--- src/rtl/sat_counter.sv ---
// Saturating up-counter with synchronous clear; an increment coincident with a
// clear restarts the count at one.
module sat_counter #(
  parameter int W = 8
) (
  input  logic         clk,
  input  logic         rst_n,
  input  logic         inc,
  input  logic         clr,
  output logic [W-1:0] value
);

  always_ff @(posedge clk or negedge rst_n) begin
    if (!rst_n) begin
      value <= '0;
    end else if (inc) begin
      if (clr) begin
        value <= W'(1);
      end else if (value != {W{1'b1}}) begin
        value <= value + W'(1);
      end
    end else if (clr) begin
      value <= '0;
    end
  end

endmodule

--- config.mk ---
export PLATFORM = sky130hd
export DESIGN_NAME = sat_counter
export DESIGN_NICKNAME = d
export VERILOG_FILES = /design/src/rtl/sat_counter.sv
export SDC_FILE = /design/constraint.sdc
export NUM_CORES = 1
export LEC_CHECK = 0
export BUFFER_PORTS_ARGS = -buffer_cell sky130_fd_sc_hd__buf_2
export CAP_MARGIN = 25
export CORE_AREA = 2 2 39 41
export CTS_BUF_LIST = sky130_fd_sc_hd__clkbuf_8
export DETAILED_ROUTE_END_ITERATION = 8
export DIE_AREA = 0 0 41 43
export PLACE_DENSITY_LB_ADDON = 0.08
export SLEW_MARGIN = 15
export SYNTH_ARGS = -nofsm -noshare
export SYNTH_HDL_FRONTEND = slang
export SYNTH_SLANG_ARGS = --single-unit
--- constraint.sdc ---
create_clock -name clk -period 1.34 [get_ports clk]
set_input_delay 0.268 -clock clk [delete_from_list [all_inputs] [get_ports clk]]
set_output_delay 0.268 -clock clk [all_outputs]
set_load 0.05 [all_outputs]
# Yosys cells after proc, flatten, opt, wreduce, memory -nomap -nowiden
# Index checks and enable logic that the tools add are counted.
# W data, S select, Z words.
word_totals:
  reg_bits: 8
  inputBits: 4
  latchBits: 0
  mem_bits_ro: 0
  ram_bits: 0
  output_inout_bits: 8
  memories: 0
classes:
  multipliers: 0
  n_lt_le_gt_ge: 0
  mux: 4
  addsub: 1
  n_eq_ne: 1
  bitwise_logic: 0
  n_div: 0
  n_reduce_logical: 3
  shift: 0
op_table:
  columns: ["cell", "n"]
  rows:
  - ["$mux W8", 4]
  - ["$add A8 B1 Y8 const B", 1]
  - ["$ne A8 B8 Y1 const B", 1]
  - ["$reduce_bool A2 Y1", 2]
  - ["$reduce_and A2 Y1", 1]

# Longest topological paths before layout
depth:
  depth_word: 4
  ltp_mapped: 5
  ltp_nobuf: 5

# Worst setup path before layout
# No wires, ideal clock.
synth_path:
  kind: "reg2reg"
  startpoint: "register value[0]"
  endpoint: "register value[6]"
  synth_period_minus_slack_ps: 1817
  setup_ps: 130
  required_ps: 1210
  t_arrival_ps: 1686
  path_slack_ps: -477
  stages_incl_launch_ff: 6
  n_path_buf: 0
  path_cell_list: "dfrtp_1 -> ha_1 -> nand4_1 -> or4b_1 -> o21ai_0 -> nor2_1"
synth_between:
  elab_chain_len: 4
synth_rtl:
  columns: ["item", "line", "source"]
  rows:
  - ["start, declared", "10", "output logic [W-1:0] value"]
  - ["start signal, assigned", "20", "value <= value + W'(1);"]
  - ["$add A8 B1 Y8", "20", null]
  - ["$mux W8", "19", "end else if (value != {W{1'b1}}) begin"]
  - ["$mux W8", "17", "if (clr) begin"]
  - ["$mux W8", "16", "end else if (inc) begin"]
# Parallel ways exist; a longest one is shown, timed or not. The select of a mux whose other input is x is not followed.
# A chain may end at the register's enable or synchronous reset.

# Worst setup path in the final report
# Ends and elaborated chain as after synthesis.

==> implementation parameters <==
Parameter                              Value

Status
  Outcome ... complete, but fails checks
  Violations in the final reports ... negative setup slack

Clock tree
  CTS Buf Count ... 3
  H-tree level count ... 1
  Insertion delay to the later sink of the worst-skew pair ... roughly 230 ps
  Root Driver ... clkbuf_8
  Number of buffers between clock root and the deepest sink ... 2
  Clock sink count ... 8
  Clock slew at reported path FFs ... 50 ps
  Clock tree from TritonCTS ... done

Layout
  Final net count ... between 70 and 80
  Synthesis-to-layout area growth ... 49.1%
  Layout Utilization ... around 47%
  Largest registers ranked by flip-flop count ... value (8)
  Antenna diode count ... 0
  Top register by number of flip-flops ... value
  Proportion of layout cells with a drive suffix above 1 ... between 40% and 50%
  # fillers ... roughly 150
  Largest register FFs ... 8

STA
  Number of pins with negative max-slew slack in the final report ... 0
  Setup ws final ... -18.8 ps
  Fmax ... ~0.74 GHz
  Crit path time final ... 1360 ps
  Worst slew pin tran ... approximately 250 ps
  Final hold violation count ... 0
  Tightest slew margin relative to the limit ... approximately 84%
  Setup repair after global routing missed its margin ... yes
  Clock skew ... 6.30 ps
  Final worst path period share ... 101%
  Total of endpoints with negative setup slack in the final report ... 2
  Final worst hold slack ... approximately 320 ps

Synthesis
  Top cells by count, synth ... 8 x dfrtp_1, 6 x nor2_1, 5 x nand2_1
  Most instantiated library cell after synthesis ... dfrtp_1
  Largest cells by area after synthesis ... dfrtp_1 46%, nor2_1 5.1%, a21oi_1 4.6%
  Flip-flop and latch count after synthesis ... 8
  Count of flip-flops with a built-in enable after synthesis ... 0
  Async SR Flop Fraction ... 100%
  Mean instance size in the synthesized netlist ... 8.94 um^2
  Prevailing post-synth register cell ... dfrtp_1
  Count of warnings emitted by yosys ... 0
  Sequential cell area fraction in the yosys report ... a little under half
  Dominant cell type by area after synthesis ... dfrtp_1
  Post-synthesis cell count ... 49
  Net count of the mapped netlist ... between 50 and 60
  Cell variety after synth ... 20
  Post-synthesis instance area ... between 400 and 500 um^2
  Area share of the leading cell type in the synthesized netlist ... a little under half

Floorplanning
  Number of rows in the core area ... 14
  Die ar. ... approximately 0.0018 mm^2
  I/O pin cnt ... 12
  Die Wd ... roughly 41 um
  Initial core utilization ... 31.6%
  Core Box Area ... 0.00138 mm^2
  Die Ht ... about 43 um

Global routing
  Number of global-route vias before repair ... ~420
  Initial antenna violation count ... 0
  Global-route wire length before repair ... between 1.5 and 2 mm
  Maximum number of pins on one net before global-route repair ... 10
  GR Overflow Total ... 0
  Total global routing track utilization ... around 16%

Critical path
  Crit path arrival time ... ~1500 ps
  Crit-path cells ... ha_4, nand4_1, or4b_1, o21ai_1, nor2_1
  Kind of start point of the critical path ... register
  Number of buffer and inverter stages on the critical path ... 0
  Crit Path Category ... reg -> reg
  Cell family contributing the most delay on the critical path ... simple AND/OR/NAND/NOR gates
  Required time reported for the critical path endpoint ... between 1000 and 1500 ps
  Critical-path top delay cell ... or4b_1
  CP endpoint kind ... register
  Slowest Stage Delay on Critical Path ... around 470 ps
  CP Max Fanout ... 4

Flow run
  Number of maximum-capacitance constraint violations ... 0

Power
  Pleak ... approximately 0.27 nW
  Max VDD drop ... about 0.00073 V
  Power per cell area ... approximately 1000 mW/mm^2

Hold path
  Kind of path behind the tightest hold check ... in -> reg

Route
  Routed WL per cell ... ~14 um
  Iteration count of the initial detailed-routing pass ... 4
  First DRT Iteration DRCs ... 7
  Post-route DRC ... 0
  DRT Wirelength ... around 1.2 mm
  Routed vias ... about 470
  Number of routed nets with antenna violations ... 0
  Per-cell via count in the routed design ... 5.44

Placed design
  Worst-case setup slack after placement ... 0.0583 ps
  HPWL after DPL ... ~850 um
  IO buf count ... 11
  Placer Congestion ... 0.683
-- stage by stage --
stage	total power [mW]	cells	area, um^2	TNS (ps)
floorplan	0.336	49	460	-753
global placement	0.375	81	577	-6.13
detailed placement	0.377	81	577	0
CTS	0.700	86	632	-44.8
global route	0.718	87	653	-193
finish	0.685	87	653	-31.2
-- power by group --
| group | leakage (nW) | total [mW] | internal, mW | switching [mW] |
|---|---|---|---|---|
| registers | 0.0995 | 0.265 | 0.253 | 0.0117 |
| logic | 0.148 | 0.113 | 0.0449 | 0.0684 |
| clock network | 0.0269 | 0.307 | 0.200 | 0.107 |
| total | 0.274 | 0.685 | 0.497 | 0.187 |
-- final timing paths --
kind,cells after the start,slack (ps),end,startpoint
setup / recovery,5,-20,value[6],value[0]
hold / removal,2,320,value[4],clr
setup reg to reg,5,-20,value[6],value[0]
hold reg to reg,2,590,value[6],value[6]
max in group asynchronous,2,720,value[2],rst_n
min in group asynchronous,2,420,value[3],rst_n
-- cell usage in the layout (no fill, tap or decap) --
cell,count
mux2i_1,2
dfrtp_1,2
ha_4,1
o21ai_0,2
o2111a_1,1
nand4_1,3
inv_1,1
or2_2,1
a21oi_2,1
nor3_1,3
or3_1,1
nor2_2,1
nand3_1,1
dfrtp_2,6
and3_1,1
a221o_1,1
dlygate4sd3_1,1
nor3_2,1
nor2_1,5
buf_2,11
nand3_2,1
a21oi_1,3
or4b_1,1
nor2b_1,1
clkbuf_8,3
o21ai_1,2
nand2_1,5
nor3b_1,1
buf_4,8
-- per-layer routing --
layer  part of all wire (%)  vias up  GRT usage, %
li1                       -      224             -
met1                     48      235          20.1
met2                     48       12          23.8
met3                    4.0        2          3.14
met4                   0.84        0          8.00
met5                      0        -             0
-- what timing repair did --
action                     CTS  global route
resized for setup            2             3
buffers inserted             0             1
hold buffers                 1             0
setup endpoints to repair    3             7
pin swaps                    0             1
hold endpoints to repair     8             0
-- final cells by class --
cell class	instances	area (um^2)	share of cell area, %
repair buffers	20	125	19.2
clock inverters	1	3.75	0.575
clock buffers	3	41.3	6.32
well taps	16	20.0	3.07
flip-flops and latches	8	208	31.8
multi-input cells	39	255	39.1
-- logic make-up after synthesis --
logic type | after synthesis | synth area share, %
DFF | 8 | 45.7
AOI/OAI and AO/OA | 10 | 14.0
and+or+nand+nor | 26 | 30.3
adders and majority gates | 1 | 2.86
muxes | 2 | 4.57
buffers and inverters | 2 | 2.57
(Power assumes the default switching activity.)
